`src/rtl/comparador_pkg.sv`:
```
// Shared types and constants for the comparator-flag window statistics block.
package comparador_pkg;

    typedef enum logic {
        S_ACUM   = 1'b0,
        S_RELATO = 1'b1
    } estado_t;

    // Flag triples packed as {AmaiorB, AmenorB, AigualB}
    localparam logic [2:0] FLAG_MAIOR = 3'b100;
    localparam logic [2:0] FLAG_MENOR = 3'b010;
    localparam logic [2:0] FLAG_IGUAL = 3'b001;

    function automatic int unsigned clog2(input int unsigned v);
        int unsigned r;
        int unsigned x;
        r = 0;
        x = (v > 0) ? v - 1 : 0;
        while (x > 0) begin
            r++;
            x = x >> 1;
        end
        return r;
    endfunction

endpackage

```
`src/rtl/comparador_janela_stats_contador_evento.sv`:
```
// Event counter with synchronous clear and enable; clear wins over enable.
module contador_evento #(
    parameter int unsigned CNT_W = 4
) (
    input  logic             clk,
    input  logic             rst,
    input  logic             i_clr,
    input  logic             i_en,
    output logic [CNT_W-1:0] o_cnt
);

    logic [CNT_W-1:0] r_cnt;

    always_ff @(posedge clk) begin
        if (rst || i_clr) begin
            r_cnt <= '0;
        end else if (i_en) begin
            r_cnt <= r_cnt + CNT_W'(1);
        end
    end

    assign o_cnt = r_cnt;

endmodule

```
`src/rtl/comparador_janela_stats.sv`:
```
// Windowed outcome counter for comparator flags with a held valid/ready report.
// Optional longest A==B run tracking is enabled by COMPARADOR_STATS_SEQ_IGUAL_EN.
module comparador_janela_stats
    import comparador_pkg::*;
#(
    parameter int unsigned WINDOW = 8,
    parameter int unsigned CNT_W  = clog2(WINDOW + 1)
) (
    input  logic             clk,
    input  logic             rst,
    input  logic             in_valid,
    output logic             in_ready,
    input  logic             AmaiorB,
    input  logic             AmenorB,
    input  logic             AigualB,
    output logic             out_valid,
    input  logic             out_ready,
    output logic [CNT_W-1:0] cnt_maior,
    output logic [CNT_W-1:0] cnt_menor,
    output logic [CNT_W-1:0] cnt_igual,
    output logic [CNT_W-1:0] cnt_erro,
    output logic [CNT_W-1:0] seq_igual
);

    estado_t          r_estado;
    estado_t          w_prox;
    logic [CNT_W-1:0] r_idx;
    logic [2:0]       w_flags;
    logic             w_aceita;
    logic             w_ultimo;
    logic             w_ack;
    logic             w_maior;
    logic             w_menor;
    logic             w_igual;
    logic             w_erro;
    logic [CNT_W-1:0] w_cnt_maior;
    logic [CNT_W-1:0] w_cnt_menor;
    logic [CNT_W-1:0] w_cnt_igual;
    logic [CNT_W-1:0] w_cnt_erro;
    logic [CNT_W-1:0] r_cnt_maior;
    logic [CNT_W-1:0] r_cnt_menor;
    logic [CNT_W-1:0] r_cnt_igual;
    logic [CNT_W-1:0] r_cnt_erro;

    assign w_flags  = {AmaiorB, AmenorB, AigualB};
    assign w_maior  = (w_flags == FLAG_MAIOR);
    assign w_menor  = (w_flags == FLAG_MENOR);
    assign w_igual  = (w_flags == FLAG_IGUAL);
    assign w_erro   = !(w_maior || w_menor || w_igual);
    assign w_aceita = in_valid && in_ready;
    assign w_ultimo = w_aceita && (r_idx == CNT_W'(WINDOW - 1));
    assign w_ack    = (r_estado == S_RELATO) && out_ready;

    always_ff @(posedge clk) begin
        if (rst) begin
            r_estado <= S_ACUM;
        end else begin
            r_estado <= w_prox;
        end
    end

    always_comb begin
        w_prox = r_estado;
        case (r_estado)
            S_ACUM:   if (w_ultimo)  w_prox = S_RELATO;
            S_RELATO: if (out_ready) w_prox = S_ACUM;
            default:                 w_prox = S_ACUM;
        endcase
    end

    always_comb begin
        in_ready  = (r_estado == S_ACUM);
        out_valid = (r_estado == S_RELATO);
    end

    always_ff @(posedge clk) begin
        if (rst || w_ack) begin
            r_idx <= '0;
        end else if (w_aceita) begin
            r_idx <= r_idx + CNT_W'(1);
        end
    end

    contador_evento #(.CNT_W(CNT_W)) u_cnt_maior (
        .clk(clk), .rst(rst), .i_clr(w_ack), .i_en(w_aceita && w_maior), .o_cnt(w_cnt_maior)
    );
    contador_evento #(.CNT_W(CNT_W)) u_cnt_menor (
        .clk(clk), .rst(rst), .i_clr(w_ack), .i_en(w_aceita && w_menor), .o_cnt(w_cnt_menor)
    );
    contador_evento #(.CNT_W(CNT_W)) u_cnt_igual (
        .clk(clk), .rst(rst), .i_clr(w_ack), .i_en(w_aceita && w_igual), .o_cnt(w_cnt_igual)
    );
    contador_evento #(.CNT_W(CNT_W)) u_cnt_erro (
        .clk(clk), .rst(rst), .i_clr(w_ack), .i_en(w_aceita && w_erro), .o_cnt(w_cnt_erro)
    );

    // The report must include the last beat, so it is loaded from count + increment.
    always_ff @(posedge clk) begin
        if (rst) begin
            r_cnt_maior <= '0;
            r_cnt_menor <= '0;
            r_cnt_igual <= '0;
            r_cnt_erro  <= '0;
        end else if (w_ultimo) begin
            r_cnt_maior <= w_cnt_maior + CNT_W'(w_maior);
            r_cnt_menor <= w_cnt_menor + CNT_W'(w_menor);
            r_cnt_igual <= w_cnt_igual + CNT_W'(w_igual);
            r_cnt_erro  <= w_cnt_erro  + CNT_W'(w_erro);
        end
    end

    assign cnt_maior = r_cnt_maior;
    assign cnt_menor = r_cnt_menor;
    assign cnt_igual = r_cnt_igual;
    assign cnt_erro  = r_cnt_erro;

`ifdef COMPARADOR_STATS_SEQ_IGUAL_EN
    logic [CNT_W-1:0] w_run;
    logic [CNT_W-1:0] w_run_nxt;
    logic [CNT_W-1:0] w_max_nxt;
    logic [CNT_W-1:0] r_max;
    logic [CNT_W-1:0] r_seq_igual;

    contador_evento #(.CNT_W(CNT_W)) u_cnt_run (
        .clk(clk), .rst(rst),
        .i_clr(w_ack || (w_aceita && !w_igual)),
        .i_en(w_aceita && w_igual),
        .o_cnt(w_run)
    );

    assign w_run_nxt = w_igual ? w_run + CNT_W'(1) : '0;
    assign w_max_nxt = (w_aceita && (w_run_nxt > r_max)) ? w_run_nxt : r_max;

    always_ff @(posedge clk) begin
        if (rst || w_ack) begin
            r_max <= '0;
        end else begin
            r_max <= w_max_nxt;
        end
    end

    always_ff @(posedge clk) begin
        if (rst) begin
            r_seq_igual <= '0;
        end else if (w_ultimo) begin
            r_seq_igual <= w_max_nxt;
        end
    end

    assign seq_igual = r_seq_igual;
`else
    assign seq_igual = '0;
`endif

endmodule

```
`config.mk`:
```
export PLATFORM = sky130hd
export DESIGN_NAME = comparador_janela_stats
export DESIGN_NICKNAME = d
export VERILOG_FILES = /design/src/rtl/comparador_pkg.sv /design/src/rtl/comparador_janela_stats_contador_evento.sv /design/src/rtl/comparador_janela_stats.sv
export SDC_FILE = /design/constraint.sdc
export NUM_CORES = 1
export LEC_CHECK = 0
export ABC_AREA = 1
export CAP_MARGIN = 20
export CORE_MARGIN = 10
export CORE_UTILIZATION = 57
export DETAILED_ROUTE_END_ITERATION = 8
export PLACE_DENSITY = 0.9
export SLEW_MARGIN = 20
export SYNTH_ARGS = -nofsm -noshare
export SYNTH_HDL_FRONTEND = slang
export SYNTH_HIERARCHICAL = 1
export SYNTH_SLANG_ARGS = --single-unit
```
`constraint.sdc`:
```
create_clock -name clk -period 4.43 [get_ports clk]
set_input_delay 0.6645 -clock clk [delete_from_list [all_inputs] [get_ports clk]]
set_output_delay 0.6645 -clock clk [all_outputs]
set_load 0.1 [all_outputs]
```
==> out/results.tsv, run 1 <==
stage	metric	value	unit
power	ir_worst_vdd	0.174	mV
routing	ant_nets	0	
finish	syn2layout_area_growth	16.3	%
job	max_cap_violations	0	
clock_tree	cts_resized	0	
setup_path	cp_max_fo	4	
yosys	synthTopCellsByArea	dfxtp_1, nor2_1, nand2_1, ha_1, inv_1	
clock_tree	clk_path_buf_depth	2	
clock_tree	clk_latency	350	ps
routing	first_iter_violations	68	
die	dieArea	6080	sq um
grt	grt_first_pass_wirelength	6.92	mm
setup_path	cp.required	3770	ps
yosys	synthCells	272	
finish	utilization	0.712	
routing	via_per_inst	4.88	
yosys	synth_area_per_cell	7.04	sq um
sta	max_freq	383	MHz
sta	min_period	2610	ps
yosys	synth-seq-cells	37	
setup_path	r2r-start	out_valid	
yosys	seq_area_frac_synth	0.387	
die	rows	20	
clock_tree	cts_root_buf	clkbuf_4	
grt	grt_pass1_vias	1649	
setup_path	crit_cells	2	
power	p_leak	0.983	nW
finish	layout.nets	318	
die	die_width	78.0	microns
power	power_density	273	nW/um^2
power	comb_power_share	0.102	
sta	setup_ws	1820	ps
setup_path	crit_path_end	in_ready	
clock_tree	ctsHoldBuffers	0	
routing	firstDrtPassIters	4	
grt	antenna_found_initial	0	
grt	grt_max_degree	26	
clock_tree	htreeDepth	2	
finish	final_layout_size_suffix_gt1_frac	0.0803	
power	netSwitchingFraction	0.260	
finish	final_cell_mix	nor2_1, nand2_1, dfxtp_1, inv_1, clkdlybuf4s50_1	
setup_path	end_kind	output port	
finish	fillerInstances	266	
clock_tree	cts_tree	yes	
routing	drcViolationCount	0	
power	power_frac_seq	0.568	
setup_path	reg2reg_slack	2750	ps
placed_design	numPortBuffers	24	
die	start_util	0.612	
routing	postRouteWirelength	3.83	mm
sta	finalSetupTns	0	ps
setup_path	worst-setup-path-type	flip-flop to output port	
routing	dr_total_vias	1674	
setup_path	crit_start	out_valid	
setup_path	max_stage_delay	1150	ps
power	power_switching	0.000158	W
sta	hold_viol	0	
sta	tightest_slew	982	ps
hold_path	hp-class	flip-flop to flip-flop	
die	die_y	78.0	microns
run_status	outcome	completed	
yosys	synth.largest_area_cell	dfxtp_1	
yosys	syn_area	1920	sq um
setup_path	cp_cell_sequence	inv_1 -> clkdlybuf4s50_1	
clock_tree	clk_pin_slew	100	ps
grt	grt_usage	0.138	
placed_design	pre_cts_slack	1880	ps
setup_path	cp_num_buf_inv	2	
grt	overflow	0	
power	clock_power_share	0.330	
sta	setup_viol	0	
yosys	synth_warnings	6	
sta	skew	5.38	ps
setup_path	critPathTopFamily	buffers and inverters	
finish	fin_cells	343	
setup_path	ff2ff_path_depth	8	
sta	drv_slew	0	
sta	rsz0062_at_grt	false	
setup_path	rr_endpoint	u_cnt_igual/o_cnt[3]	
finish	final_common_cell	nor2_1	
setup_path	crit_slowest_cell	clkdlybuf4s50_1	
placed_design	placed_cells	335	
routing	drt-wirelength-per-cell	11.2	microns
yosys	yosys.area.top_type_share	0.387	
clock_tree	postCtsSetupBuffers	0	
placed_design	dp_hpwl	2.96	mm
die	ioPinCount	29	
clock_tree	cts_buffers	5	
setup_path	cp.arrival	1950	ps
power	internal_power	0.000449	W
placed_design	place_congestion	0.866	
sta	finalCritPeriodShare	0.589	
finish	diodes	0	
yosys	synth_cell_types	22	
setup_path	startpoint_type	flip-flop	
clock_tree	cts.sinks	37	
die	core-area	3130	sq um
sta	slew_headroom	0.343	
sta	whs	489	ps
worst register-to-register path, cell delays in order, from the launching register on:
cell and delay (ps):
dfxtp_1 340, inv_1 110, nand2_1 300, nor2_1 450
nand2_2 100, nor2_2 140, nand2_1 60, nand2_1 50
nor2_1 40
state kept, by name, indices dropped and copies added, names as in the netlist:
| signal | cells |
|---|---|
| cnt_igual | 4 |
| out_valid | 1 |
| u_cnt_menor/o_cnt | 4 |
| u_cnt_maior/o_cnt | 4 |
| cnt_menor | 4 |
| r_idx | 4 |
| u_cnt_erro/o_cnt | 4 |
| cnt_erro | 4 |
| cnt_maior | 4 |
| u_cnt_igual/o_cnt | 4 |
cell families after synthesis:
| logic type | share of synthesized area |
|---|---|
| adders and majority gates | 0.0849 |
| AOI/OAI and AO/OA | 0.0549 |
| DFF | 0.387 |
| and+or+nand+nor | 0.363 |
| other | 0.00196 |
| xor gates and xnor gates | 0.0183 |
| buffers and inverters | 0.0901 |
final cells by class:
cell class | instances | area, sq um | area share
clock inverter | 1 | 5.00 | 0.00225
sequential | 37 | 741 | 0.332
multi-input combinational | 201 | 1010 | 0.455
clock buffer | 7 | 65.1 | 0.0292
inverter | 29 | 109 | 0.0488
tap | 44 | 55.1 | 0.0247
timing repair buffer | 24 | 240 | 0.108
worst min path at each step:
stage                  from           end  slack (ps)  cells past startpoint
2_1_floorplan      r_idx[0]      r_idx[0]         450                      1
3_3_place_gp    cnt_erro[0]   cnt_erro[0]         460                      2
3_5_place_dp   cnt_igual[2]  cnt_igual[2]         470                      2
4_1_cts        cnt_igual[2]  cnt_igual[2]         490                      2
5_1_grt        cnt_menor[1]  cnt_menor[1]         520                      2
6_report       cnt_maior[2]  cnt_maior[2]         490                      2
power by group through the flow:
| stage | combinational, W | sequential (W) | clock (W) |
|---|---|---|---|
| 2_1_floorplan | 0.0000503 | 0.000352 | 0 |
| 3_3_place_gp | 0.0000602 | 0.000352 | 0 |
| 3_5_place_dp | 0.0000619 | 0.000353 | 0 |
| 4_1_cts | 0.0000622 | 0.000345 | 0.000209 |
| 5_1_grt | 0.0000711 | 0.000346 | 0.000221 |
| 6_report | 0.0000618 | 0.000345 | 0.000201 |
metrics by stage:
stage / cell area [sq um] / power (W)
detailed placement: 2160 / 0.000414
global route: 2230 / 0.000638
global placement: 2160 / 0.000412
finish: 2230 / 0.000607
CTS: 2230 / 0.000616
floorplan: 1930 / 0.000402
layer usage:
layer | routed length [microns] | up-vias | part of all wire | GRT usage
li1 | - | 894 | - | -
met3 | 271 | 11 | 0.071 | 0.0622
met5 | 0 | - | 0 | 0
met2 | 1820 | 35 | 0.47 | 0.236
met1 | 1660 | 734 | 0.43 | 0.136
met4 | 79 | 0 | 0.021 | 0.0753
synth_stat cells (all sizes together):
cell type / n
a21oi: 10
and3b: 4
buf: 8
conb: 1
dfxtp: 37
ha: 13
inv: 29
nand2: 67
nand3: 14
nand4: 4
nor2: 71
nor3: 1
o21ai: 5
o21bai: 4
xnor2: 4
(Power assumes the default switching activity.)
==> run 2: changes to the inputs <==
--- a/config.mk
+++ b/config.mk
@@ -8,9 +8,9 @@
 export ABC_AREA = 1
 export CAP_MARGIN = 20
 export CORE_MARGIN = 10
-export CORE_UTILIZATION = 57
+export CORE_UTILIZATION = 53
 export DETAILED_ROUTE_END_ITERATION = 8
-export PLACE_DENSITY = 0.9
+export PLACE_DENSITY = 0.85
 export SLEW_MARGIN = 20
 export SYNTH_ARGS = -nofsm -noshare
 export SYNTH_HDL_FRONTEND = slang
==> constraint.sdc (replaced) <==
create_clock -name clk -period 2.7 [get_ports clk]
set_input_delay 0.405 -clock clk [delete_from_list [all_inputs] [get_ports clk]]
set_output_delay 0.405 -clock clk [all_outputs]
set_load 0.1 [all_outputs]
==> run 2 against run 1 <==
Effect of this change:
- highest routed layer unchanged
- clock skew fell by 1.1 ps
- register-to-register slack got worse by 1700 ps
- non-clock buffer count did not move
- core utilization fell by 7.7 points
- power rose by 59%
- setup slack got worse by 1000 ps
- routed wire length fell by 1.9%
- via count rose by 0.18%
- critical endpoint is now cnt_erro[2]
- final cell count rose by 0.29%
- sequential share of layout area rose by 0.88 points
- critical path type is now primary input to flip-flop
- largest cell class unchanged
==> out/results.tsv, run 2 (synthesis gave the netlist of run 1 again) <==
stage	metric	value	unit	change
routing	drcViolationCount	0		unchanged
clock_tree	cts_buffers	5		unchanged
sta	drv_slew	0		unchanged
grt	overflow	0		unchanged
clock_tree	cts.sinks	37		unchanged
die	rows	21		was 20
grt	grt_pass1_vias	1553		was 1649
sta	slew_headroom	0.639		was 0.343
sta	tightest_slew	540	ps	was 982 ps
grt	top_usage_layer	met2		unchanged
power	power_switching	0.000255	W	was 0.000158 W
finish	final_layout_size_suffix_gt1_frac	0.134		was 0.0803
power	power_frac_seq	0.587		was 0.568
finish	layout.nets	318		unchanged
finish	regArea	741	sq um	unchanged
sta	finalSetupTns	0	ps	unchanged
die	core-area	3420	sq um	was 3130 sq um
sta	hold_viol	0		unchanged
die	ioPinCount	29		unchanged
sta	setup_viol	0		unchanged
die	die_y	80.1	microns	was 78.0 microns
sta	min_period	1910	ps	
setup_path	worst-setup-path-type	primary input to flip-flop		was flip-flop to output port
power	comb_power_share	0.107		was 0.102
routing	postRouteWirelength	3.75	mm	was 3.83 mm
setup_path	cp_max_fo	3		was 4
die	dieArea	6420	sq um	was 6080 sq um
routing	via_per_inst	4.88		about the same
die	die_width	80.1	microns	was 78.0 microns
clock_tree	cts_root_buf	clkbuf_4		unchanged
routing	drt-wirelength-per-cell	10.9	microns	was 11.2 microns
power	netSwitchingFraction	0.264		was 0.260
job	max_cap_violations	0		unchanged
sta	rsz0062_at_grt	false		unchanged
clock_tree	cts_tree	yes		unchanged
placed_design	dp_hpwl	2.83	mm	was 2.96 mm
power	power_density	444	nW/um^2	was 273 nW/um^2
setup_path	cp.required	2940	ps	was 3770 ps
routing	ant_nets	0		unchanged
clock_tree	clk_pin_slew	100	ps	about the same
placed_design	place_congestion	0.804		was 0.866
power	ir_worst_vdd	0.299	mV	was 0.174 mV
sta	finalCritPeriodShare	0.707		
grt	grt_max_degree	26		unchanged
setup_path	max_stage_delay	470	ps	was 1150 ps
finish	fillerInstances	306		was 266
setup_path	crit_top_cell	inv_1		
grt	grt_util_met3	0.0523		was 0.0622
routing	firstDrtPassIters	4		unchanged
grt	grt_first_pass_wirelength	6.55	mm	was 6.92 mm
setup_path	reg2reg_slack	1020	ps	was 2750 ps
clock_tree	htreeDepth	2		unchanged
sta	max_freq	524	MHz	
grt	antenna_found_initial	0		unchanged
finish	syn2layout_area_growth	13.3	%	was 16.3%
clock_tree	clk_latency	340	ps	was 350 ps
setup_path	cp_cell_sequence	clkdlybuf4s50_1 -> inv_1 -> nor3_1 -> inv_1 -> nand3_1 -> inv_1 -> ha_1 -> ha_1 -> xnor2_1 -> nand2_1 -> nand2_1 -> nor2_1		was inv_1 -> clkdlybuf4s50_1
run_status	outcome	completed		unchanged
setup_path	end_kind	flip-flop		was output port
hold_path	hp-class	flip-flop to flip-flop		unchanged
clock_tree	cts_resized	0		unchanged
setup_path	crit_slowest_cell	clkdlybuf4s50_1		unchanged
clock_tree	clk_path_buf_depth	2		unchanged
clock_tree	ctsHoldBuffers	0		unchanged
clock_tree	postCtsSetupBuffers	0		unchanged
grt	grt_use_met2	0.213		was 0.236
die	start_util	0.561		was 0.612
grt	met1_usage	0.134		was 0.136
power	internal_power	0.000710	W	was 0.000449 W
finish	final_cell_mix	nor2_1, nand2_1, dfxtp_1, inv_1, buf_4		was nor2_1, nand2_1, dfxtp_1, inv_1, clkdlybuf4s50_1
finish	multiInputGateArea	1010	sq um	unchanged
power	p_leak	1.01	nW	was 0.983 nW
routing	first_iter_violations	95		was 68
power	p_total	0.000964	W	was 0.000607 W
placed_design	numPortBuffers	24		unchanged
power	clock_power_share	0.306		was 0.330
finish	final_common_cell	nor2_1		unchanged
routing	dr_total_vias	1677		was 1674
setup_path	startpoint_type	primary input		was flip-flop
setup_path	cp.arrival	2150	ps	was 1950 ps
sta	skew	4.27	ps	was 5.38 ps
grt	grt_usage	0.124		was 0.138
finish	diodes	0		unchanged
## run 2: cell types whose count changed in the layout (fill, tap and decap cells not counted), sizes merged
cell           change
buf               +18
clkdlybuf4s50     -18
clkinv             -1
## run 2: routing by layer
metal,up-vias,wire length (microns)
li1,888,-
met1,749,1670
met2,34,1760
met3,6,272
met4,0,48
met5,-,0
## run 2: final timing paths
kind	from	to	cells after the start
setup / recovery	AigualB	cnt_erro[2]	12
hold / removal	cnt_menor[2]	cnt_menor[2]	2
setup reg to reg	out_valid	cnt_igual[0]	6
hold reg to reg	cnt_menor[2]	cnt_menor[2]	2
## run 2: cell type report
| type | count | area share |
|---|---|---|
| multi-input combinational | 201 | 0.467 |
| clock buffer | 7 | 0.0254 |
| timing repair buffer | 24 | 0.0899 |
| sequential | 37 | 0.341 |
| tap | 46 | 0.0265 |
| inverter | 29 | 0.0501 |
## run 2: critical path: cells and delay by family
| family | cells | cell delay [ps] |
|---|---|---|
| buf+inv | 4 | 680 |
| simple gates | 5 | 510 |
| fa+ha+maj | 2 | 410 |
| xor+xnor | 1 | 150 |
## run 2: power groups by stage
stage | registers, W | logic, W | clock network, W
2_1_floorplan | 0.000577 | 0.0000825 | 0
3_3_place_gp | 0.000578 | 0.0000993 | 0
3_5_place_dp | 0.000579 | 0.000103 | 0
4_1_cts | 0.000566 | 0.000104 | 0.000304
5_1_grt | 0.000568 | 0.000116 | 0.000329
6_report | 0.000566 | 0.000103 | 0.000295
## run 2: per-stage QoR
step / util / std cells / area (sq um) / hold WS [ps] / setup slack [ps]
3_3_place_gp: 0.619 / 337 / 2120 / 464 / 457
6_report: 0.636 / 344 / 2170 / 489 / 792
5_1_grt: 0.636 / 344 / 2170 / 507 / 673
3_5_place_dp: 0.619 / 337 / 2120 / 473 / 412
4_1_cts: 0.636 / 344 / 2170 / 491 / 783
2_1_floorplan: - / 275 / 1930 / 448 / 41.5
